$ cat src/rtl/gcn_io_pkg.sv
// gcn_io_pkg: shared constants and types for the GCN host I/O controller.
//   - default parameter values for gcn_io_ctrl_p
//   - FSM state encodings (4-bit constants)
//   - triple_t: default-width (row, col, data, last) record
//   - idx_w(): index width that never collapses to zero bits
package gcn_io_pkg;

    localparam int DW_DEF      = 16;
    localparam int WROWS_DEF   = 32;
    localparam int NCOL_DEF    = 2;
    localparam int RW_DEF      = 8;
    localparam int CW_DEF      = 8;
    localparam int OUT_LEN_DEF = 200;
    localparam int FDEPTH_DEF  = 4;

    localparam logic [3:0] S_IDLE     = 4'd0;
    localparam logic [3:0] S_HDR      = 4'd1;
    localparam logic [3:0] S_LOAD_W   = 4'd2;
    localparam logic [3:0] S_LOAD_IN  = 4'd3;
    localparam logic [3:0] S_DRAIN    = 4'd4;
    localparam logic [3:0] S_WAIT     = 4'd5;
    localparam logic [3:0] S_OUT_HDR  = 4'd6;
    localparam logic [3:0] S_OUT_DATA = 4'd7;
    localparam logic [3:0] S_OUT_TAIL = 4'd8;

    typedef struct packed {
        logic [RW_DEF-1:0] row;
        logic [CW_DEF-1:0] col;
        logic [DW_DEF-1:0] data;
        logic              last;
    } triple_t;

    // A counter over n values needs $clog2(n) bits, but n==1 would give 0.
    function automatic int idx_w(input int n);
        return (n > 1) ? $clog2(n) : 1;
    endfunction

endpackage

$ cat src/rtl/gcn_io_fifo.sv
// gcn_io_fifo: synchronous FIFO of input triples.
//   clk/rst        clock, async active-low reset (flushes pointers)
//   push_i, din_i  write side; a push while full succeeds only if pop_i is also set
//   pop_i          read side; ignored while empty
//   dout_o         head entry, stable until popped
//   full_o/empty_o occupancy flags
module gcn_io_fifo
    import gcn_io_pkg::*;
#(
    parameter type T     = triple_t,
    parameter int  DEPTH = FDEPTH_DEF
) (
    input  logic clk,
    input  logic rst,
    input  logic push_i,
    input  T     din_i,
    input  logic pop_i,
    output T     dout_o,
    output logic full_o,
    output logic empty_o
);
    localparam int PW = $clog2(DEPTH);

    T               mem_q [DEPTH];
    logic [PW-1:0]  wp_q, rp_q;
    logic [PW:0]    cnt_q;
    logic           wr, rd;

    assign empty_o = (cnt_q == '0);
    assign full_o  = (cnt_q == (PW+1)'(DEPTH));
    assign rd      = pop_i && !empty_o;
    // The entry being popped frees its slot in the same cycle.
    assign wr      = push_i && (!full_o || rd);
    assign dout_o  = mem_q[rp_q];

    always_ff @(posedge clk or negedge rst) begin
        if (!rst) begin
            wp_q  <= '0;
            rp_q  <= '0;
            cnt_q <= '0;
        end else begin
            if (wr) wp_q <= wp_q + PW'(1);
            if (rd) rp_q <= rp_q + PW'(1);
            cnt_q <= cnt_q + (PW+1)'(wr) - (PW+1)'(rd);
        end
    end

    // Storage needs no reset: the pointers define what is valid.
    always_ff @(posedge clk) begin
        if (wr) mem_q[wp_q] <= din_i;
    end

endmodule

$ cat src/rtl/gcn_io_ctrl_p.sv
// gcn_io_ctrl_p: host-side I/O sequencer for the GCN accelerator.
//   i_req/i_cmd/i_pad  host input: header, NCOL*WROWS weight words, then
//                      A/B word pairs forming (row, col, data, last) triples
//   o_w_*              weight-buffer write port (combinational in LOAD_W)
//   o_in_* / i_in_ready triple stream to Scheduler1 from the FIFO head
//   i_done             compute-complete pulse, honoured only in WAIT
//   o_rd_* / i_rd_data result-memory read port (1-cycle read latency)
//   o_pad/o_valid      registered output stream: header then OUT_LEN words per column
//   o_result           host may idle (IDLE or WAIT)
//   o_rdy              one-cycle pulse the cycle after the final output word
//   o_ovf              sticky triple-drop flag
module gcn_io_ctrl_p
    import gcn_io_pkg::*;
#(
    parameter int DW      = DW_DEF,
    parameter int WROWS   = WROWS_DEF,
    parameter int NCOL    = NCOL_DEF,
    parameter int RW      = RW_DEF,
    parameter int CW      = CW_DEF,
    parameter int OUT_LEN = OUT_LEN_DEF,
    parameter int FDEPTH  = FDEPTH_DEF
) (
    input  logic                        clk,
    input  logic                        rst,
    input  logic                        i_req,
    input  logic                        i_cmd,
    input  logic [DW-1:0]               i_pad,
    output logic [DW-1:0]               o_pad,
    output logic                        o_valid,
    output logic                        o_result,
    output logic                        o_rdy,
    output logic                        o_ovf,
    output logic                        o_w_we,
    output logic [idx_w(NCOL)-1:0]      o_w_col,
    output logic [idx_w(WROWS)-1:0]     o_w_row,
    output logic [DW-1:0]               o_w_data,
    output logic                        o_in_valid,
    output logic [RW-1:0]               o_in_row,
    output logic [CW-1:0]               o_in_col,
    output logic [DW-1:0]               o_in_data,
    output logic                        o_in_last,
    input  logic                        i_in_ready,
    input  logic                        i_done,
    output logic                        o_rd_en,
    output logic [idx_w(OUT_LEN)-1:0]   o_rd_addr,
    output logic [idx_w(NCOL)-1:0]      o_rd_col,
    input  logic [DW-1:0]               i_rd_data
);
    localparam int CBW = idx_w(NCOL);
    localparam int RBW = idx_w(WROWS);
    localparam int ABW = idx_w(OUT_LEN);
    localparam logic [CBW-1:0] CLAST = CBW'(NCOL - 1);
    localparam logic [RBW-1:0] RLAST = RBW'(WROWS - 1);
    localparam logic [ABW-1:0] ALAST = ABW'(OUT_LEN - 1);

    typedef struct packed {
        logic [RW-1:0] row;
        logic [CW-1:0] col;
        logic [DW-1:0] data;
        logic          last;
    } trip_t;

    logic [3:0]     state_q, state_d;
    logic [CW-1:0]  base_q, base_d;
    logic [RBW-1:0] rcnt_q, rcnt_d;
    logic [CBW-1:0] ccnt_q, ccnt_d, c_q, c_d;
    logic [ABW-1:0] addr_q, addr_d;
    logic           phase_q, phase_d;
    logic [RW-1:0]  row_q, row_d;
    logic [CW-1:0]  col_q, col_d;
    logic           rdy_pend_d, rdy_pend_q;
    logic [DW-1:0]  pad_d, pad_q;
    logic           valid_d, valid_q;
    logic           rdv_q, rdy_q, ovf_q;
    logic [CW-1:0]  hdr;
    logic           push, pop, full, empty;
    trip_t          push_t, head_t;

    always_comb begin
        state_d    = state_q;
        base_d     = base_q;
        rcnt_d     = rcnt_q;
        ccnt_d     = ccnt_q;
        c_d        = c_q;
        addr_d     = addr_q;
        phase_d    = phase_q;
        row_d      = row_q;
        col_d      = col_q;
        rdy_pend_d = 1'b0;
        push       = 1'b0;
        case (state_q)
            S_IDLE:    if (i_req) state_d = S_HDR;
            S_HDR: begin
                base_d  = i_pad[CW-1:0];
                rcnt_d  = '0;
                ccnt_d  = '0;
                state_d = S_LOAD_W;
            end
            S_LOAD_W: begin
                if (rcnt_q == RLAST) begin
                    rcnt_d = '0;
                    if (ccnt_q == CLAST) begin
                        phase_d = 1'b0;
                        state_d = S_LOAD_IN;
                    end else begin
                        ccnt_d = ccnt_q + CBW'(1);
                    end
                end else begin
                    rcnt_d = rcnt_q + RBW'(1);
                end
            end
            S_LOAD_IN: begin
                phase_d = !phase_q;
                if (!phase_q) begin
                    row_d = i_pad[DW-1:DW-RW];
                    col_d = i_pad[CW-1:0];
                end else begin
                    push = 1'b1;
                    if (i_cmd) state_d = S_DRAIN;
                end
            end
            S_DRAIN:   if (empty) state_d = S_WAIT;
            S_WAIT: begin
                if (i_done) begin
                    c_d     = '0;
                    state_d = S_OUT_HDR;
                end
            end
            S_OUT_HDR: begin
                addr_d  = '0;
                state_d = S_OUT_DATA;
            end
            S_OUT_DATA: begin
                if (addr_q == ALAST) state_d = S_OUT_TAIL;
                else                 addr_d  = addr_q + ABW'(1);
            end
            S_OUT_TAIL: begin
                if (c_q == CLAST) begin
                    rdy_pend_d = 1'b1;
                    state_d    = S_IDLE;
                end else begin
                    c_d     = c_q + CBW'(1);
                    state_d = S_OUT_HDR;
                end
            end
            default:   state_d = S_IDLE;
        endcase
    end

    // Output word mux: header in OUT_HDR, else read data one cycle after o_rd_en.
    assign hdr = base_q + CW'(c_q);
    always_comb begin
        pad_d   = '0;
        valid_d = 1'b0;
        if (state_q == S_OUT_HDR) begin
            pad_d   = DW'(hdr);
            valid_d = 1'b1;
        end else if (rdv_q) begin
            pad_d   = i_rd_data;
            valid_d = 1'b1;
        end
    end

    always_ff @(posedge clk or negedge rst) begin
        if (!rst) begin
            state_q    <= S_IDLE;
            base_q     <= '0;
            rcnt_q     <= '0;
            ccnt_q     <= '0;
            c_q        <= '0;
            addr_q     <= '0;
            phase_q    <= 1'b0;
            row_q      <= '0;
            col_q      <= '0;
            rdy_pend_q <= 1'b0;
            rdy_q      <= 1'b0;
            rdv_q      <= 1'b0;
            pad_q      <= '0;
            valid_q    <= 1'b0;
            ovf_q      <= 1'b0;
        end else begin
            state_q    <= state_d;
            base_q     <= base_d;
            rcnt_q     <= rcnt_d;
            ccnt_q     <= ccnt_d;
            c_q        <= c_d;
            addr_q     <= addr_d;
            phase_q    <= phase_d;
            row_q      <= row_d;
            col_q      <= col_d;
            rdy_pend_q <= rdy_pend_d;
            rdy_q      <= rdy_pend_q;
            rdv_q      <= (state_q == S_OUT_DATA);
            pad_q      <= pad_d;
            valid_q    <= valid_d;
            ovf_q      <= ovf_q | (push && full && !pop);
        end
    end

    always_comb begin
        push_t.row  = row_q;
        push_t.col  = col_q;
        push_t.data = i_pad;
        push_t.last = i_cmd;
    end

    assign pop = o_in_valid && i_in_ready;

    gcn_io_fifo #(.T(trip_t), .DEPTH(FDEPTH)) u_fifo (
        .clk     (clk),
        .rst     (rst),
        .push_i  (push),
        .din_i   (push_t),
        .pop_i   (pop),
        .dout_o  (head_t),
        .full_o  (full),
        .empty_o (empty)
    );

    assign o_in_valid = !empty;
    assign o_in_row   = head_t.row;
    assign o_in_col   = head_t.col;
    assign o_in_data  = head_t.data;
    assign o_in_last  = head_t.last;

    assign o_w_we    = (state_q == S_LOAD_W);
    assign o_w_data  = o_w_we ? i_pad  : '0;
    assign o_w_row   = o_w_we ? rcnt_q : '0;
    assign o_w_col   = o_w_we ? ccnt_q : '0;

    assign o_rd_en   = (state_q == S_OUT_DATA);
    assign o_rd_addr = o_rd_en ? addr_q : '0;
    assign o_rd_col  = o_rd_en ? c_q    : '0;

    assign o_pad     = pad_q;
    assign o_valid   = valid_q;
    assign o_rdy     = rdy_q;
    assign o_ovf     = ovf_q;
    assign o_result  = (state_q == S_IDLE) || (state_q == S_WAIT);

endmodule

$ cat config.mk
export PLATFORM = sky130hd
export DESIGN_NAME = gcn_io_ctrl_p
export DESIGN_NICKNAME = d
export VERILOG_FILES = /design/src/rtl/gcn_io_pkg.sv /design/src/rtl/gcn_io_fifo.sv /design/src/rtl/gcn_io_ctrl_p.sv
export SDC_FILE = /design/constraint.sdc
export NUM_CORES = 1
export LEC_CHECK = 0
export BUFFER_PORTS_ARGS = -buffer_cell sky130_fd_sc_hd__buf_4
export CAP_MARGIN = 20
export CORE_MARGIN = 5
export CORE_UTILIZATION = 45
export DETAILED_ROUTE_END_ITERATION = 12
export GPL_ROUTABILITY_DRIVEN = 0
export PLACE_DENSITY = 0.65
export SLEW_MARGIN = 20
export SYNTH_ARGS = -nofsm -noshare
export SYNTH_HDL_FRONTEND = slang
export SYNTH_SLANG_ARGS = --single-unit
$ cat constraint.sdc
create_clock -name clk -period 3 [get_ports clk]
set_input_delay 0.6 -clock clk [delete_from_list [all_inputs] [get_ports clk]]
set_output_delay 0.6 -clock clk [all_outputs]
set_load 0.005 [all_outputs]
Word level (Yosys, flattened, before mapping)
Memories as Yosys holds them, arrays and structs flattened. Index checks and enable logic that the tools add are counted.

Memories: 1. Memory bits (writable): 132. Output and inout port bits: 87. Register bits: 72.

Bitwise logic cells: 2. Equality and inequality tests: 20. Reductions and logical operators: 23. $add $sub $neg: 9. Muxes and demuxes: 38.

Memory list: u_fifo.mem_q (depth 4, width 33, read ports 1, clocked after Yosys merged registers in 0, write ports 1, line gcn_io_fifo.sv:24) `T mem_q [DEPTH];`.

Operators by type and width (count): 2-to-1 mux 16 bit (3); case mux 4 bit (9 select lines) (1); 2-to-1 mux 4 bit (8); == test 4 x 3 -> 1 bit (second input constant) (4); 2-to-1 mux 1 bit (16); 2-to-1 mux 8 bit (2); case mux 8 bit (2 select lines) (1); 2-to-1 mux 5 bit (2); != test 2 bit (second input constant) (5); case mux 5 bit (2 select lines) (1); adder 8 x 1 -> 8 bit (1); adder 8 x 1 -> 8 bit (second input constant) (1); == test 4 x 2 -> 1 bit (second input constant) (2); == test 8 bit (second input constant) (1); != test 2 x 1 -> 1 bit (second input constant) (4); AND reduction 2 bit (4); AND reduction 8 bit (1); nonzero test 2 bit (4); case mux 1 bit (2 select lines) (3); adder 5 x 1 -> 5 bit (second input constant) (1); == test 5 bit (second input constant) (1); logical AND 1 bit (5); adder 2 x 1 -> 2 bit (second input constant) (2); == test 4 x 1 -> 1 bit (second input constant) (1); other kinds (13) (18).

Depth between registers and ports, before layout
Gate-level depths: netlist (run 1).

Depth in word-level cells: 8. Mapped depth: 9.

Cells and area by module
Synthesis (run 1) repeated with hierarchy kept, for this count alone.

Cells, all modules: 488. Area total of the unflattened synthesis: 8336.7 um^2.

By module, submodules not included: gcn_io_fifo (instances 1, cells an instance 208, area each 5200.0 um^2); gcn_io_ctrl_p (instances 1, cells an instance 280, area each 3136.8 um^2).

Worst setup path before layout (run 1)
OpenSTA, ideal clock, no wires.

Path type: register to register. Start point: register state_q[2]. End point: memory u_fifo.mem_q[0][0] (netlist bit), enable pin. Cell stages (with the launch flop): 6. Period minus slack after synthesis: 2.487 ns. Path buffers: 2. Path slack: 0.513 ns. Data arrival time: 2.094 ns. Required time: 2.607 ns. Path through: dfrtp_1 -> buf_4 -> nor2_1 -> and4b_1 -> clkbuf_1 -> and2_1.

Longest elaborated chain between the ends: 5.

RTL lines: start: declaration (line gcn_io_ctrl_p.sv:63) `logic [3:0] state_q, state_d;`; start signal: assignment (line gcn_io_ctrl_p.sv:182) `state_q <= state_d;`; == test 4 x 2 -> 1 bit (line gcn_io_ctrl_p.sv:91) `case (state_q)`; 2-to-1 mux 1 bit (line gcn_io_ctrl_p.sv:91); logical AND 1 bit (line gcn_io_fifo.sv:33) `assign wr = push_i && (!full_o || rd);`; named net u_fifo.wr (line gcn_io_fifo.sv:27) `logic wr, rd;`; 2-to-1 mux 1 bit (line gcn_io_fifo.sv:50) `if (wr) mem_q[wp_q] <= din_i;`; 2-to-1 mux 1 bit (not written as such) (line gcn_io_fifo.sv:50); end: declaration (line gcn_io_fifo.sv:24).

The timed path passes the listed nets, and every way through them passes these cells.

Worst setup path after layout (run 1)
Start point: register state_q[0]. End point: output port o_w_col.

Longest elaborated chain between the ends: 2.

RTL lines: == test 4 x 2 -> 1 bit (line gcn_io_ctrl_p.sv:226) `assign o_w_we = (state_q == S_LOAD_W);`; 2-to-1 mux 1 bit (line gcn_io_ctrl_p.sv:229) `assign o_w_col = o_w_we ? ccnt_q : '0;`; end: declaration (line gcn_io_ctrl_p.sv:34) `output logic [idx_w(NCOL)-1:0] o_w_col,`.

Every way passes these cells.

==> results of run 1 <==
## power breakdown
group	switching [W]	internal, W
clock network	0.00107	0.00166
registers	0.000404	0.00355
logic	0.00126	0.00150
## state kept, by name (all words and copies together), names as in the netlist, 2 cells and up
signal	count
col_q	8
row_q	8
u_fifo.mem_q	132
addr_q	8
u_fifo.cnt_q	3
u_fifo.wp_q	2
base_q	8
o_pad	16
rcnt_q	5
state_q	4
u_fifo.rp_q	2
## synthesized netlist by cell type, types with 3 or more instances
cell	count	share of area, %
mux2i_1	3	0.36
nand2b_1	3	0.23
dfrtp_1	72	22
xnor2_1	10	1.1
nand3b_1	3	0.27
nor3_1	6	0.36
o31ai_1	3	0.27
and3_1	11	0.83
mux2_2	14	1.9
o21ai_0	19	1.1
inv_1	11	0.50
nand2_1	49	2.2
clkbuf_1	13	0.59
a21oi_1	3	0.18
nor2_1	14	0.63
nand4_1	3	0.23
and2_1	36	2.7
mux4_2	33	8.9
xor2_1	6	0.63
ha_1	11	1.7
buf_2	7	0.42
buf_4	5	0.45
edfxtp_1	132	48
mux2_1	3	0.41
nand3_1	11	0.66
## through the flow
step | area [um^2] | hold WS [ps] | cells | worst slack [ps]
2_1_floorplan | 8330 | 304 | 512 | 513
3_3_place_gp | 9560 | 348 | 853 | 571
3_5_place_dp | 9560 | 337 | 853 | 481
4_1_cts | 10300 | 156 | 892 | 78.3
5_1_grt | 10300 | 196 | 892 | 11.2
6_report | 10300 | 137 | 892 | 196
## worst max-delay path, cell delays in order, from the launching register on
cell and delay [ps]:
dfrtp_1 370, or4b_1 580, inv_1 240, buf_6 250, and2_1 170, buf_4 110
## timing repair
item	4_1_cts	5_1_grt
resized for setup	0	1
hold endpoints to repair	0	0
buffers inserted	0	0
endpoints found under the setup margin	0	14
## routing by layer
metal / up-vias / GRT usage, % / share of wire (%)
li1: 2190 / - / -
met1: 2347 / 21.5 / 41
met2: 131 / 27.5 / 50
met3: 31 / 3.44 / 6.8
met4: 0 / 4.42 / 2.1
met5: - / 0 / 0
## logic make-up (layout without fill, tap and decap cells)
group	Yosys count	after routing	synth area share, %
and+or+nand+nor	154	154	10.4
AOI/OAI and AO/OA	35	35	2.88
buffers and inverters	36	187	1.95
DFF	204	204	69.2
muxes	55	55	11.9
adders and majority gates	12	12	1.89
xor gates and xnor gates	16	16	1.68
## area by class of cell
class | instances | area (um^2)
repair buffers | 137 | 1060
clock buffers | 25 | 582
multi-input cells | 272 | 2410
clock inverters | 14 | 173
well taps | 229 | 287
inverters | 11 | 41.3
fillers | 1416 | 7770
flip-flops and latches | 204 | 5770
## path summary, 6_finish.rpt
kind,from,to,cells past startpoint
worst min register to register,rdy_pend_q$_DFF_PN0_,o_rdy$_DFF_PN0_,0
worst max-delay path,state_q[0]$_DFFE_PN0P_,o_w_col,5
worst max register to register,state_q[2]$_DFFE_PN0P_,u_fifo.mem_q[3][14]$_DFFE_PP_,4
worst min-delay path,rst,u_fifo.wp_q[1]$_DFFE_PN0P_,1
max in group asynchronous,rst,phase_q$_DFFE_PN0P_,2
min in group clk,i_pad[15],u_fifo.mem_q[0][16]$_DFFE_PP_,1
==> results.sh, run 1 <==
export IMPL_fmax_mhz=357
export IMPL_cts_sinks=204
export IMPL_setup_viol=0
export IMPL_coreArea_mm2=0.0181
export IMPL_dieArea_mm2=0.0213
export IMPL_grt_usage_pct=16.2
export IMPL_r2r_slack_ps=520
export IMPL_drtPass1Iterations=4
export IMPL_die_y_um=146
export IMPL_maxCapViolCount=0
export IMPL_finalWirelength_mm=17.1
export IMPL_drive_gt1_share_pct=36.0
export IMPL_postCtsHoldBufs=0
export IMPL_wl_per_cell_um=19.1
export IMPL_cts_root_buf="clkbuf_16"
export IMPL_avgViaCountPerCell=5.27
export IMPL_synthCells=512
export IMPL_peakVddDrop_uv=410
export IMPL_utilization_pct=57.0
export IMPL_antenna_found_initial=0
export IMPL_synthArstFlopShare_pct=35.3
export IMPL_drc=0
export IMPL_most_common_layout_cells="buf_4 (134), edfxtp_1 (132), dfrtp_1 (70), nand2_1 (49), mux4_2 (33)"
export IMPL_dp_hpwl_mm=11.2
export IMPL_critPathMaxFanout=22
export IMPL_worstMarginPinSlew_ps=935
export IMPL_syn2layout_area_growth_pct=23.8
export IMPL_synth_main_ff_cell="edfxtp_1"
export IMPL_syn_area_mm2=0.00833
export IMPL_synth_cell_types=49
export IMPL_ys_warnings_count=0
export IMPL_initial_core_util_pct=46.1
export IMPL_grt_max_degree=52
export IMPL_grt_pass1_wl_mm=27.8
export IMPL_slew_headroom_pct=37.7
export IMPL_power_w=0.00945
export IMPL_cts_made_buffers=22
export IMPL_ys_seq_area_share_pct=69.2
export IMPL_synth_seq_cells=204
export IMPL_io_pins=125
export IMPL_fin_crit_sh_pct=93.5
export IMPL_crit_type="reg2out"
export IMPL_drtIter0Drc=240
export IMPL_clk_pin_slew_ps=60
export IMPL_slew_viol_final=0
export IMPL_power_density_mw_per_mm2=917
export IMPL_clock_skew_ps=10.2
export IMPL_rows=49
export IMPL_rsz0062_at_grt="no"
export IMPL_hold_viol=0
export IMPL_ant_nets=0
export IMPL_h_tree_depth=1
export IMPL_clk_insertion_delay_late_ps=500
export IMPL_clk_path_buf_depth=3
export IMPL_fin_tns_setup_ps=0
export IMPL_status="complete, no violations"
export IMPL_cp_start_kind="register"
export IMPL_worstHoldPathType="in2async"
export IMPL_arrival_ps=2200
export IMPL_num_vias=4699
export IMPL_end_kind="output pin"
export IMPL_grt_pass1_vias=5121
export IMPL_syn_area_per_cell_um2=16.3
export IMPL_num_nets_final=698
export IMPL_die_x_um=146
export IMPL_syn_nets=562
export IMPL_finalCriticalPeriod_ps=2800
export IMPL_synth_edf_count=132
export IMPL_p_leak_nw=4.15
export IMPL_antennaDiodeCount=0
export IMPL_port_buffers=124
export IMPL_cp_required_ps=2400
export IMPL_cts_tree="yes"
export IMPL_layout_commonest_cell="buf_4"
export IMPL_gr_total_overflow=0
Note: power is estimated with default switching activity, not from simulation.
==> run 2: changes to the inputs <==
RECOVER_POWER = 25   (was unset)
==> run 2 against run 1 <==
Effect of this change:
- critical path depth unchanged
- die area unchanged
- combinational power about the same
- hold slack about the same
- first-iteration DRC count decreased by 7.5%
- via count increased by 0.66%
- flip-flop and latch count unchanged
- utilization decreased by 0.35 points
- non-clock buffer count unchanged
- clock-buffer cell count unchanged
- sequential share of layout area increased by 0.35 points
- clock skew increased by 2.0 ps
- critical path type unchanged
- largest cell class unchanged
- largest power group unchanged
- highest routed layer unchanged
==> results.sh, run 2 (synthesis gave the netlist of run 1 again) <==
export IMPL_status="complete, no violations"
export IMPL_peakVddDrop_uv=410
export IMPL_reg2reg_from="state_q[2]$_DFFE_PN0P_"
export IMPL_drtPass1Iterations=5
export IMPL_cts_setup_buffers=0
export IMPL_antenna_found_initial=0
export IMPL_setup_viol=0
export IMPL_rsz0062_at_grt="no"
export IMPL_grt_max_degree=52
export IMPL_fmax_mhz=355
export IMPL_wl_per_cell_um=19.2
export IMPL_worst_path_max_delay_cell="or4b_1"
export IMPL_critPathLaunch="state_q[0]$_DFFE_PN0P_"
export IMPL_met2_length_mm=8.51
export IMPL_clock_skew_ps=12.2
export IMPL_end_kind="output pin"
export IMPL_die_x_um=146
export IMPL_largest_reg_flops=132
export IMPL_largest_register="u_fifo.mem_q"
export IMPL_worstHoldPathType="in2async"
export IMPL_drtIter0Drc=222
export IMPL_maxCapViolCount=0
export IMPL_arrival_ps=2220
export IMPL_num_nets_final=698
export IMPL_worstPathCellList="or4b_1, inv_1, buf_6, and2_1, buf_4"
export IMPL_dp_cells=853
export IMPL_cp_start_kind="register"
export IMPL_io_pins=125
export IMPL_critPathMaxFanout=22
export IMPL_worstMarginPinSlew_ps=945
export IMPL_dieArea_mm2=0.0213
export IMPL_slowest_delay_ps=580
export IMPL_grt_usage_pct=16.2
export IMPL_cts_made_buffers=22
export IMPL_drive_gt1_share_pct=33.5
export IMPL_power_density_mw_per_mm2=922
export IMPL_syn2layout_area_growth_pct=23.1
export IMPL_initial_core_util_pct=46.1
export IMPL_coreArea_mm2=0.0181
export IMPL_rr_endpoint="u_fifo.mem_q[3][14]$_DFFE_PP_"
export IMPL_cp_required_ps=2400
export IMPL_h_tree_depth=1
export IMPL_slew_viol_final=0
export IMPL_dp_hpwl_mm=11.2
export IMPL_stdcell_count=892
export IMPL_rows=49
export IMPL_wl_met3_um=967
export IMPL_cp_endpoint="o_w_col"
export IMPL_clk_path_buf_depth=3
export IMPL_port_buffers=124
export IMPL_clk_pin_slew_ps=60
export IMPL_layout_commonest_cell="edfxtp_1"
export IMPL_slew_headroom_pct=37.0
export IMPL_fin_tns_setup_ps=0
export IMPL_crit_type="reg2out"
export IMPL_grt_pass1_wl_mm=27.8
export IMPL_hold_viol=0
export IMPL_most_common_layout_cells="edfxtp_1 (132), buf_4 (117), dfrtp_1 (70), nand2_1 (49), mux4_2 (33)"
export IMPL_gr_total_overflow=0
export IMPL_avgViaCountPerCell=5.30
export IMPL_ant_nets=0
export IMPL_cts_tree="yes"
export IMPL_drc=0
export IMPL_p_leak_nw=4.08
export IMPL_antennaDiodeCount=0
export IMPL_clk_insertion_delay_late_ps=500
export IMPL_cts_root_buf="clkbuf_16"
export IMPL_wl_met1_mm=7.28
export IMPL_finalCriticalPeriod_ps=2820
export IMPL_die_y_um=146
export IMPL_top_layer="met4"
export IMPL_fin_crit_sh_pct=93.9
export IMPL_grt_pass1_vias=5121
export IMPL_finalWirelength_mm=17.1
export IMPL_r2r_slack_ps=510
export IMPL_reg2reg_depth=4
export IMPL_cts_sinks=204
export IMPL_num_vias=4730
-- run 2: timing repair --
| item | 4_1_cts | 5_1_grt |
|---|---|---|
| endpoints found under the setup margin | 0 | 14 |
| hold buffers | 0 | 0 |
| gates resized for setup | 0 | 1 |
-- run 2: worst max-delay path: cells and delay by family, from the launching register on --
family        cells  cell delay, ps
simple gates      2             750
flops             1             370
buf+inv           3             600
-- run 2: per-layer routing --
layer / global-route usage, % / up-vias
met2: 27.5 / 119
met4: 4.42 / 0
met3: 3.44 / 30
met5: 0 / -
li1: - / 2191
met1: 21.5 / 2390
-- run 2: worst min-delay path by stage --
stage                         startpoint                         end  slack [ps]  cells past startpoint
finish                               rst  u_fifo.wp_q[1]$_DFFE_PN0P_         140                      1
detailed placement  rdy_pend_q$_DFF_PN0_             o_rdy$_DFF_PN0_         340                      0
global route                         rst       base_q[4]$_DFFE_PN0P_         200                      1
floorplan                            rst       addr_q[0]$_DFFE_PN0P_         300                      0
CTS                                  rst   u_fifo.cnt_q[0]$_DFF_PN0_         160                      1
global placement    rdy_pend_q$_DFF_PN0_             o_rdy$_DFF_PN0_         350                      0
-- run 2: layout make-up --
cell class	count	area, um^2
tap	229	287
clock inverter	14	173
timing repair buffer	137	993
clock buffer	25	582
fill	1433	7840
sequential	204	5770
inverter	11	41.3
multi-input combinational	272	2410
-- run 2: stage by stage --
| step | total power, W | hold WS (ps) | setup slack [ps] | util [%] | instance area [um^2] |
|---|---|---|---|---|---|
| CTS | 0.00960 | 156 | 78.3 | 57.0 | 10300 |
| detailed placement | 0.00683 | 337 | 481 | 52.8 | 9560 |
| global route | 0.00999 | 196 | 11.2 | 56.7 | 10200 |
| floorplan | 0.00562 | 304 | 513 | - | 8330 |
| global placement | 0.00675 | 348 | 571 | 52.8 | 9560 |
| finish | 0.00945 | 137 | 182 | 56.7 | 10200 |
-- run 2: power breakdown --
part | internal [W] | leakage [nW] | switching (W)
clock | 0.00166 | 0.372 | 0.00107
sequential | 0.00355 | 2.11 | 0.000406
combinational | 0.00149 | 1.60 | 0.00126
==> run 3: changes to the inputs <==
RECOVER_POWER = 100   (was 25)
==> run 3 against run 2 <==
Effect of this change:
- sequential share of layout area up 0.66 points
- combinational power down 5%
- clock skew down 1.4 ps
- worst setup slack worse by 3.2 ps
- via count down 0.30%
- non-clock buffer count unchanged
- critical path depth unchanged
- utilization down 0.66 points
==> results.sh, run 3 (synthesis gave the netlist of run 1 again) <==
export IMPL_dieArea_mm2=0.0213
export IMPL_wl_per_cell_um=19.1
export IMPL_rsz0062_at_grt="no"
export IMPL_drive_gt1_share_pct=30.6
export IMPL_arrival_ps=2220
export IMPL_io_pins=125
export IMPL_grt_usage_pct=16.2
export IMPL_worst_path_max_delay_cell="or4b_1"
export IMPL_cts_made_buffers=22
export IMPL_antennaDiodeCount=0
export IMPL_most_common_layout_cells="edfxtp_1 (132), dfrtp_1 (70), buf_4 (53), nand2_1 (49), clkbuf_4 (47)"
export IMPL_num_vias=4716
export IMPL_dp_slack_ps=481
export IMPL_finalWirelength_mm=17.1
export IMPL_initial_core_util_pct=46.1
export IMPL_die_x_um=146
export IMPL_power_density_mw_per_mm2=917
export IMPL_cts_root_buf="clkbuf_16"
export IMPL_stdcell_count=892
export IMPL_die_y_um=146
export IMPL_coreArea_mm2=0.0181
export IMPL_largest_reg_flops=132
export IMPL_peakVddDrop_uv=400
export IMPL_cts_setup_buffers=0
export IMPL_gr_total_overflow=0
export IMPL_cp_start_kind="register"
export IMPL_drtIter0Drc=242
export IMPL_layout_commonest_cell="edfxtp_1"
export IMPL_setup_viol=0
export IMPL_reg2reg_depth=4
export IMPL_wl_met1_mm=7.04
export IMPL_critPathMaxFanout=22
export IMPL_post_route_worst_setup_slack_ps=179
export IMPL_placed_area_mm2=0.00956
export IMPL_maxCapViolCount=0
export IMPL_r2r_slack_ps=460
export IMPL_crit_type="reg2out"
export IMPL_h_tree_depth=1
export IMPL_top_layer="met4"
export IMPL_cts_resized=0
export IMPL_grt_pass1_vias=5121
export IMPL_worstMarginPinSlew_ps=1300
export IMPL_clock_skew_ps=10.8
export IMPL_met2_length_mm=8.52
export IMPL_hold_viol=0
export IMPL_min_to="o_pad[2]$_DFF_PN0_"
export IMPL_worstHoldPathType="in2reg"
export IMPL_clk_insertion_delay_late_ps=500
export IMPL_fin_crit_sh_pct=94.0
export IMPL_rows=49
export IMPL_cpLargestDelayFamily="simple AND/OR/NAND/NOR gates"
export IMPL_slowest_delay_ps=580
export IMPL_clk_path_buf_depth=3
export IMPL_dp_cells=853
export IMPL_grt_pass1_wl_mm=27.8
export IMPL_p_leak_nw=3.98
export IMPL_antenna_found_initial=0
export IMPL_rr_endpoint="row_q[4]$_DFFE_PN0P_"
export IMPL_cp_required_ps=2400
export IMPL_drtPass1Iterations=5
export IMPL_syn2layout_area_growth_pct=21.6
export IMPL_grt_max_degree=52
export IMPL_clk_pin_slew_ps=60
export IMPL_slew_viol_final=0
export IMPL_fin_tns_setup_ps=0
export IMPL_reg2reg_from="state_q[2]$_DFFE_PN0P_"
export IMPL_ant_nets=0
export IMPL_slew_headroom_pct=13.7
export IMPL_fmax_mhz=354
export IMPL_hold_path_depth=3
export IMPL_status="complete, no violations"
export IMPL_postCtsHoldBufs=0
export IMPL_drc=0
export IMPL_fin_area_mm2=0.0101
export IMPL_hold_path_startpoint="i_rd_data[2]"
export IMPL_power_w=0.00929
export IMPL_end_kind="output pin"
export IMPL_port_buffers=124
export IMPL_worstPathCellList="or4b_1, inv_1, buf_6, and2_1, clkbuf_4"
export IMPL_largest_register="u_fifo.mem_q"
export IMPL_dp_hpwl_mm=11.2
export IMPL_cts_tree="yes"
export IMPL_finalCriticalPeriod_ps=2820
export IMPL_critPathBufInv=3
export IMPL_wl_met3_mm=1.15
export IMPL_cts_sinks=204
export IMPL_avgViaCountPerCell=5.29
export IMPL_num_nets_final=698
==> run 3: cell count changes in the layout (fill, tap and decap cells not counted), sizes merged <==
cell,before,now
clkbuf,42,106
buf,120,56
==> run 3: area by class of cell <==
cell class,count,area (um^2)
clock buffers,25,582
clock inverters,14,173
fillers,1462,7960
inverters,11,41.3
multi-input cells,272,2360
flip-flops and latches,204,5770
well taps,229,287
repair buffers,137,923
==> run 3: metrics by stage <==
step	utilization, %	hold WS [ps]
2_1_floorplan	-	304
3_3_place_gp	52.8	348
3_5_place_dp	52.8	337
4_1_cts	57.0	156
5_1_grt	56.0	320
6_report	56.0	332
==> run 3: worst min-delay path: cells and delay by family <==
kind,cells,cell delay (ps)
AOI/OAI and AO/OA,1,60
buffers and inverters,1,80
and+or+nand+nor,1,60
==> run 3: worst max-delay path by stage <==
stage | startpoint | end | slack [ps] | depth (start not counted)
after floorplan | state_q[2]$_DFFE_PN0P_ | u_fifo.mem_q[0][0]$_DFFE_PP_ | 510 | 5
after global placement | state_q[2]$_DFFE_PN0P_ | u_fifo.mem_q[1][20]$_DFFE_PP_ | 570 | 4
after detailed placement | state_q[2]$_DFFE_PN0P_ | u_fifo.mem_q[1][20]$_DFFE_PP_ | 480 | 4
after CTS | state_q[2]$_DFFE_PN0P_ | o_w_col | 80 | 5
after global routing | state_q[2]$_DFFE_PN0P_ | o_w_row[0] | 6 | 5
final | state_q[0]$_DFFE_PN0P_ | o_w_data[14] | 180 | 5
==> run 3: where the power goes <==
| part | internal [W] | switching, W | leakage [nW] |
|---|---|---|---|
| logic | 0.00138 | 0.00123 | 1.49 |
| registers | 0.00355 | 0.000397 | 2.11 |
| clock network | 0.00166 | 0.00107 | 0.372 |
| total | 0.00659 | 0.00270 | 3.98 |
==> run 3: routing by layer <==
layer  vias to the layer above  global-route usage (%)
li1                       2190                       -
met1                      2366                    21.5
met2                       130                    27.5
met3                        30                    3.44
met4                         0                    4.42
met5                         -                       0
